### src/rtl/pulse_to_degrees.sv
// pulse_to_degrees
//   Measures the high time of a servo-style PWM pulse in units of in_Tick
//   strobes and converts it to an angle: degrees = count * P_MUL / P_DIV,
//   truncated. Pulses longer than P_MAX_CYCLES are reported as errors.
//
// Parameters
//   P_MAX_CYCLES  largest legal pulse width in ticks (maps to 360 degrees)
//   P_MUL         numerator of the cycles-to-degrees ratio
//   P_DIV         denominator of the cycles-to-degrees ratio
//
// Ports
//   in_Clk       system clock, rising edge
//   in_Rst       asynchronous active-high reset
//   in_Pulse     asynchronous PWM input
//   in_Tick      one-clock count-enable strobe
//   out_Degrees  last valid measured angle, 0..360
//   out_Valid    one-clock strobe, out_Degrees updated this cycle
//   out_Error    one-clock strobe, pulse exceeded P_MAX_CYCLES
//   out_Busy     high whenever the FSM is not idle
module pulse_to_degrees #(
  parameter int unsigned P_MAX_CYCLES = 200,
  parameter int unsigned P_MUL        = 18,
  parameter int unsigned P_DIV        = 10
) (
  input  logic       in_Clk,
  input  logic       in_Rst,
  input  logic       in_Pulse,
  input  logic       in_Tick,
  output logic [8:0] out_Degrees,
  output logic       out_Valid,
  output logic       out_Error,
  output logic       out_Busy
);

  typedef enum logic [2:0] {
    ST_IDLE    = 3'd0,
    ST_MEASURE = 3'd1,
    ST_MULT    = 3'd2,
    ST_DIV     = 3'd3,
    ST_DONE    = 3'd4
  } state_t;

  localparam logic [9:0]  MAX_C    = 10'(P_MAX_CYCLES);
  localparam logic [11:0] MUL_C    = 12'(P_MUL);
  localparam logic [4:0]  DIV_C    = 5'(P_DIV);
  localparam logic [3:0]  LAST_IT  = 4'd11;

  state_t      state;
  state_t      state_next;

  logic        pulse_meta;
  logic        pulse_sync;
  logic        pulse_prev;
  logic [1:0]  warm;
  logic        armed;
  logic        rise;
  logic        fall;

  logic [9:0]  count;
  logic [11:0] product;
  logic [11:0] quotient;
  logic [3:0]  remainder;
  logic [3:0]  iter;

  logic [3:0]  div_idx;
  logic [4:0]  trial;
  logic        div_ge;
  logic [4:0]  trial_rem;
  logic [11:0] quot_next;

  // Synchronizer and edge detector. The flops reset to 0, so a pulse that is
  // already high at reset release would look like a fresh rising edge. Rising
  // edges are only accepted once the synchronizer has filled (warm == 2) and
  // a low level has been seen, so such a pulse is skipped until it falls.
  always_ff @(posedge in_Clk or posedge in_Rst) begin
    if (in_Rst) begin
      pulse_meta <= 1'b0;
      pulse_sync <= 1'b0;
      pulse_prev <= 1'b0;
      warm       <= '0;
      armed      <= 1'b0;
    end else begin
      pulse_meta <= in_Pulse;
      pulse_sync <= pulse_meta;
      pulse_prev <= pulse_sync;
      if (warm != 2'd2) begin
        warm <= warm + 2'd1;
      end
      if (warm == 2'd2 && !pulse_sync) begin
        armed <= 1'b1;
      end
    end
  end

  assign rise = pulse_sync & ~pulse_prev & armed;
  assign fall = ~pulse_sync & pulse_prev;

  // Restoring division step: bring down the next product bit MSB first.
  always_comb begin
    div_idx   = LAST_IT - iter;
    trial     = {remainder, product[div_idx]};
    div_ge    = (trial >= DIV_C);
    trial_rem = div_ge ? (trial - DIV_C) : trial;
    quot_next = {quotient[10:0], div_ge};
  end

  always_ff @(posedge in_Clk or posedge in_Rst) begin
    if (in_Rst) begin
      state <= ST_IDLE;
    end else begin
      state <= state_next;
    end
  end

  always_comb begin
    state_next = state;
    out_Valid  = 1'b0;
    out_Busy   = (state != ST_IDLE);
    unique case (state)
      ST_IDLE: begin
        if (rise) begin
          state_next = ST_MEASURE;
        end
      end
      ST_MEASURE: begin
        if (fall) begin
          state_next = (count > MAX_C) ? ST_IDLE : ST_MULT;
        end
      end
      ST_MULT: begin
        state_next = ST_DIV;
      end
      ST_DIV: begin
        if (iter == LAST_IT) begin
          state_next = ST_DONE;
        end
      end
      ST_DONE: begin
        out_Valid  = 1'b1;
        state_next = ST_IDLE;
      end
      default: begin
        state_next = ST_IDLE;
      end
    endcase
  end

  always_ff @(posedge in_Clk or posedge in_Rst) begin
    if (in_Rst) begin
      count       <= '0;
      product     <= '0;
      quotient    <= '0;
      remainder   <= '0;
      iter        <= '0;
      out_Degrees <= '0;
      out_Error   <= 1'b0;
    end else begin
      out_Error <= 1'b0;
      case (state)
        ST_IDLE: begin
          if (rise) begin
            count <= '0;
          end
        end
        ST_MEASURE: begin
          if (fall) begin
            if (count > MAX_C) begin
              out_Error <= 1'b1;
            end
          end else if (pulse_sync && in_Tick && count != '1) begin
            count <= count + 10'd1;
          end
        end
        ST_MULT: begin
          product   <= {2'b00, count} * MUL_C;
          quotient  <= '0;
          remainder <= '0;
          iter      <= '0;
        end
        ST_DIV: begin
          quotient  <= quot_next;
          remainder <= trial_rem[3:0];
          iter      <= iter + 4'd1;
          // Loaded on the DIV->DONE edge so the new angle is visible in the
          // same cycle that out_Valid is decoded from ST_DONE.
          if (iter == LAST_IT) begin
            out_Degrees <= quot_next[8:0];
          end
        end
        default: begin
        end
      endcase
    end
  end

endmodule

### config.mk
export PLATFORM = sky130hd
export DESIGN_NAME = pulse_to_degrees
export DESIGN_NICKNAME = d
export VERILOG_FILES = /design/src/rtl/pulse_to_degrees.sv
export SDC_FILE = /design/constraint.sdc
export NUM_CORES = 1
export LEC_CHECK = 0
export ABC_AREA = 1
export BUFFER_PORTS_ARGS = -buffer_cell sky130_fd_sc_hd__buf_2
export CORE_MARGIN = 3
export CORE_UTILIZATION = 42
export DETAILED_ROUTE_END_ITERATION = 6
export GPL_TIMING_DRIVEN = 0
export HOLD_SLACK_MARGIN = 0.12
export SKIP_LAST_GASP = 1
export SYNTH_ARGS = -nofsm -noshare
export SYNTH_HDL_FRONTEND = slang
export SYNTH_SLANG_ARGS = --single-unit
### constraint.sdc
create_clock -name in_Clk -period 5.9 [get_ports in_Clk]
set_input_delay 1.475 -clock in_Clk [delete_from_list [all_inputs] [get_ports in_Clk]]
set_output_delay 1.475 -clock in_Clk [all_outputs]
set_load 0.05 [all_outputs]
==> impl_metrics.json <==
{
  "gp_congestion": 0.832,
  "grt_overflow": 0,
  "cp.arrival_ns": 1.31,
  "reg2reg_from": "count[1]",
  "max_freq_mhz": 359,
  "floorplan.initialDensity": 0.440,
  "wl_per_cell_um": 12.4,
  "period_share": 0.472,
  "cp-start-kind": "register",
  "cp.required_ns": 4.43,
  "yosysTopAreaCellShare": 0.464,
  "crit_start": "state[2]",
  "synth_commonest_cells": "nand2_1 (92), dfrtp_1 (56), inv_1 (35)",
  "final-hold-violation-count": 0,
  "path_max_fanout": 5,
  "row_count": 30,
  "fillerInstances": 675,
  "r2r_cells": 11,
  "nets": 389,
  "dr.first_iter.drc_count": 86,
  "clock_latency_ns": 0.31,
  "ys_seq_area_frac": 0.464,
  "cts_tree": "built",
  "whs_ns": 0.358,
  "dr.pass1.iters": 4,
  "cts_resized": 0,
  "cts_hold_buf": 0,
  "track_usage": 0.149,
  "dp_cells": 454,
  "drive_gt1_frac": 0.180,
  "synth-edff-count": 0,
  "postSynthAreaPerCell_um2": 8.84,
  "die_y_um": 90.8,
  "finalSetupTns_ns": 0,
  "synth_fp_nets": 366,
  "coreArea_um2": 6870,
  "syn_area_um2": 3020,
  "fin_skew_ns": 0.00651,
  "cts_buffer_depth": 2,
  "cts_max_level": 2,
  "synth-main-ff-cell": "dfrtp_1",
  "synth_area_leaders": "dfrtp_1 (46%), nand2_1 (11%), ha_1 (7.9%)",
  "end_kind": "primary output",
  "cts_buffers": 5,
  "synth_top_cell_by_area": "dfrtp_1",
  "areaGrowthSynthToFinish_pct": 11.1,
  "setup_viol": 0,
  "drt-total-wl_mm": 5.72,
  "worstHoldStart": "pulse_meta",
  "postLayoutCoreUtil": 0.489,
  "peakVddDrop_uv": 209,
  "maxCapViolations": 0,
  "hold_class": "reg2reg",
  "instances_no_fill": 462,
  "die_x_um": 90.8,
  "numPortBuffers": 15,
  "fp.dieArea_um2": 8250,
  "cts-root-buf": "clkbuf_8",
  "drc": 0,
  "worstMarginPinSlew_ns": 0.524,
  "seq_area_um2": 1400,
  "multi_input_area_um2": 1410,
  "power.total_mw": 1.20,
  "grt_pass1_wl_mm": 9.98,
  "worstSetupPathType": "reg2out",
  "ys_ff_latch": 56,
  "cts_sinks": 56,
  "boundaryPins": 16,
  "outcome": "finished, final reports clean",
  "power.density_nw_per_um2": 358,
  "post_cts_buffers": 0,
  "synth_cells": 342,
  "grt_pass1_vias": 2161,
  "slew_headroom": 0.650,
  "grt_max_degree": 34,
  "path_clk_slew_ns": 0.10,
  "yosys.cell_count.top_type": "nand2_1",
  "yosysWarnings": 0,
  "rsz0062_at_grt": "false",
  "dp_hpwl_mm": 4.27,
  "antenna_cells": 0,
  "slew_viol_final": 0,
  "antenna_found_initial": 0,
  "antenna_left": 0,
  "min_period_ns": 2.78,
  "p_leak_nw": 1.68,
  "synth_cell_type_count": 37,
  "viasPerCell": 4.76,
  "vias": 2201,
  "hold_path_depth": 0,
  "synth-async-reset-ratio": 1.00
}
per-layer routing:
metal,global-route usage,routed length [um],vias to the layer above
li1,-,-,1162
met1,0.203,2870,1019
met2,0.240,2670,12
met3,0.0258,100,8
met4,0.0490,78,0
met5,0,0,-
flip-flops by register name, indices dropped and copies added, names as in the netlist:
signal       flops
product         11
count           10
out_Degrees      9
quotient         8
iter             4
remainder        4
state            3
warm             2
armed            1
out_Error        1
pulse_meta       1
pulse_prev       1
pulse_sync       1
layout make-up:
| cell class | count | share of cell area |
|---|---|---|
| flip-flops and latches | 56 | 0.417 |
| clock inverters | 2 | 0.0115 |
| clock buffers | 6 | 0.0246 |
| well taps | 96 | 0.0358 |
| inverters | 43 | 0.0488 |
| multi-input cells | 237 | 0.420 |
| plain buffers | 6 | 0.0142 |
| repair buffers | 16 | 0.0283 |
cell families after synthesis:
| logic type | count (synthesis) | share of synthesized area |
|---|---|---|
| buf+inv | 49 | 0.0700 |
| xor+xnor | 10 | 0.0290 |
| simple gates | 156 | 0.242 |
| compound gates | 51 | 0.110 |
| flops | 56 | 0.464 |
| fa+ha+maj | 20 | 0.0853 |
critical path: stages, from the launching register on:
cell and delay, ns:
dfrtp_1 0.48, nor2_2 0.20, nand2_4 0.10, buf_2 0.22
cell usage in the layout (no fill, tap or decap), types with 3 or more instances in the layout:
master and count:
nand3_1 21, clkbuf_1 3, xnor2_1 5, a21oi_1 11, nor2_1 20, o21ai_1 3, nand2_4 3, o21ai_0 11
inv_2 8, o22ai_1 9, xor2_1 5, ha_1 19, o21ai_2 13, clkbuf_8 6, dfrtp_1 56, inv_1 34
buf_2 16, nand2_1 92
power by group:
part	internal [mW]	switching, mW
combinational	0.145	0.301
clock	0.139	0.125
sequential	0.439	0.0532
total	0.722	0.479
worst paths after layout:
check,end,slack (ns)
worst max-delay path,out_Busy,3.12
worst min-delay path,pulse_sync,0.36
worst max register to register,product[11],3.67
worst min register to register,pulse_sync,0.36
max in group asynchronous,iter[2],4.16
min in group asynchronous,out_Degrees[5],1.19
stage by stage:
step / setup WS (ns) / cell area [um2]
after global placement: 2.33 / 3220
after detailed placement: 3.45 / 3240
after floorplan: 3.05 / 3020
final: 3.12 / 3360
after CTS: 3.10 / 3360
after global routing: 3.04 / 3360
Power figures use the tool's default switching activity.
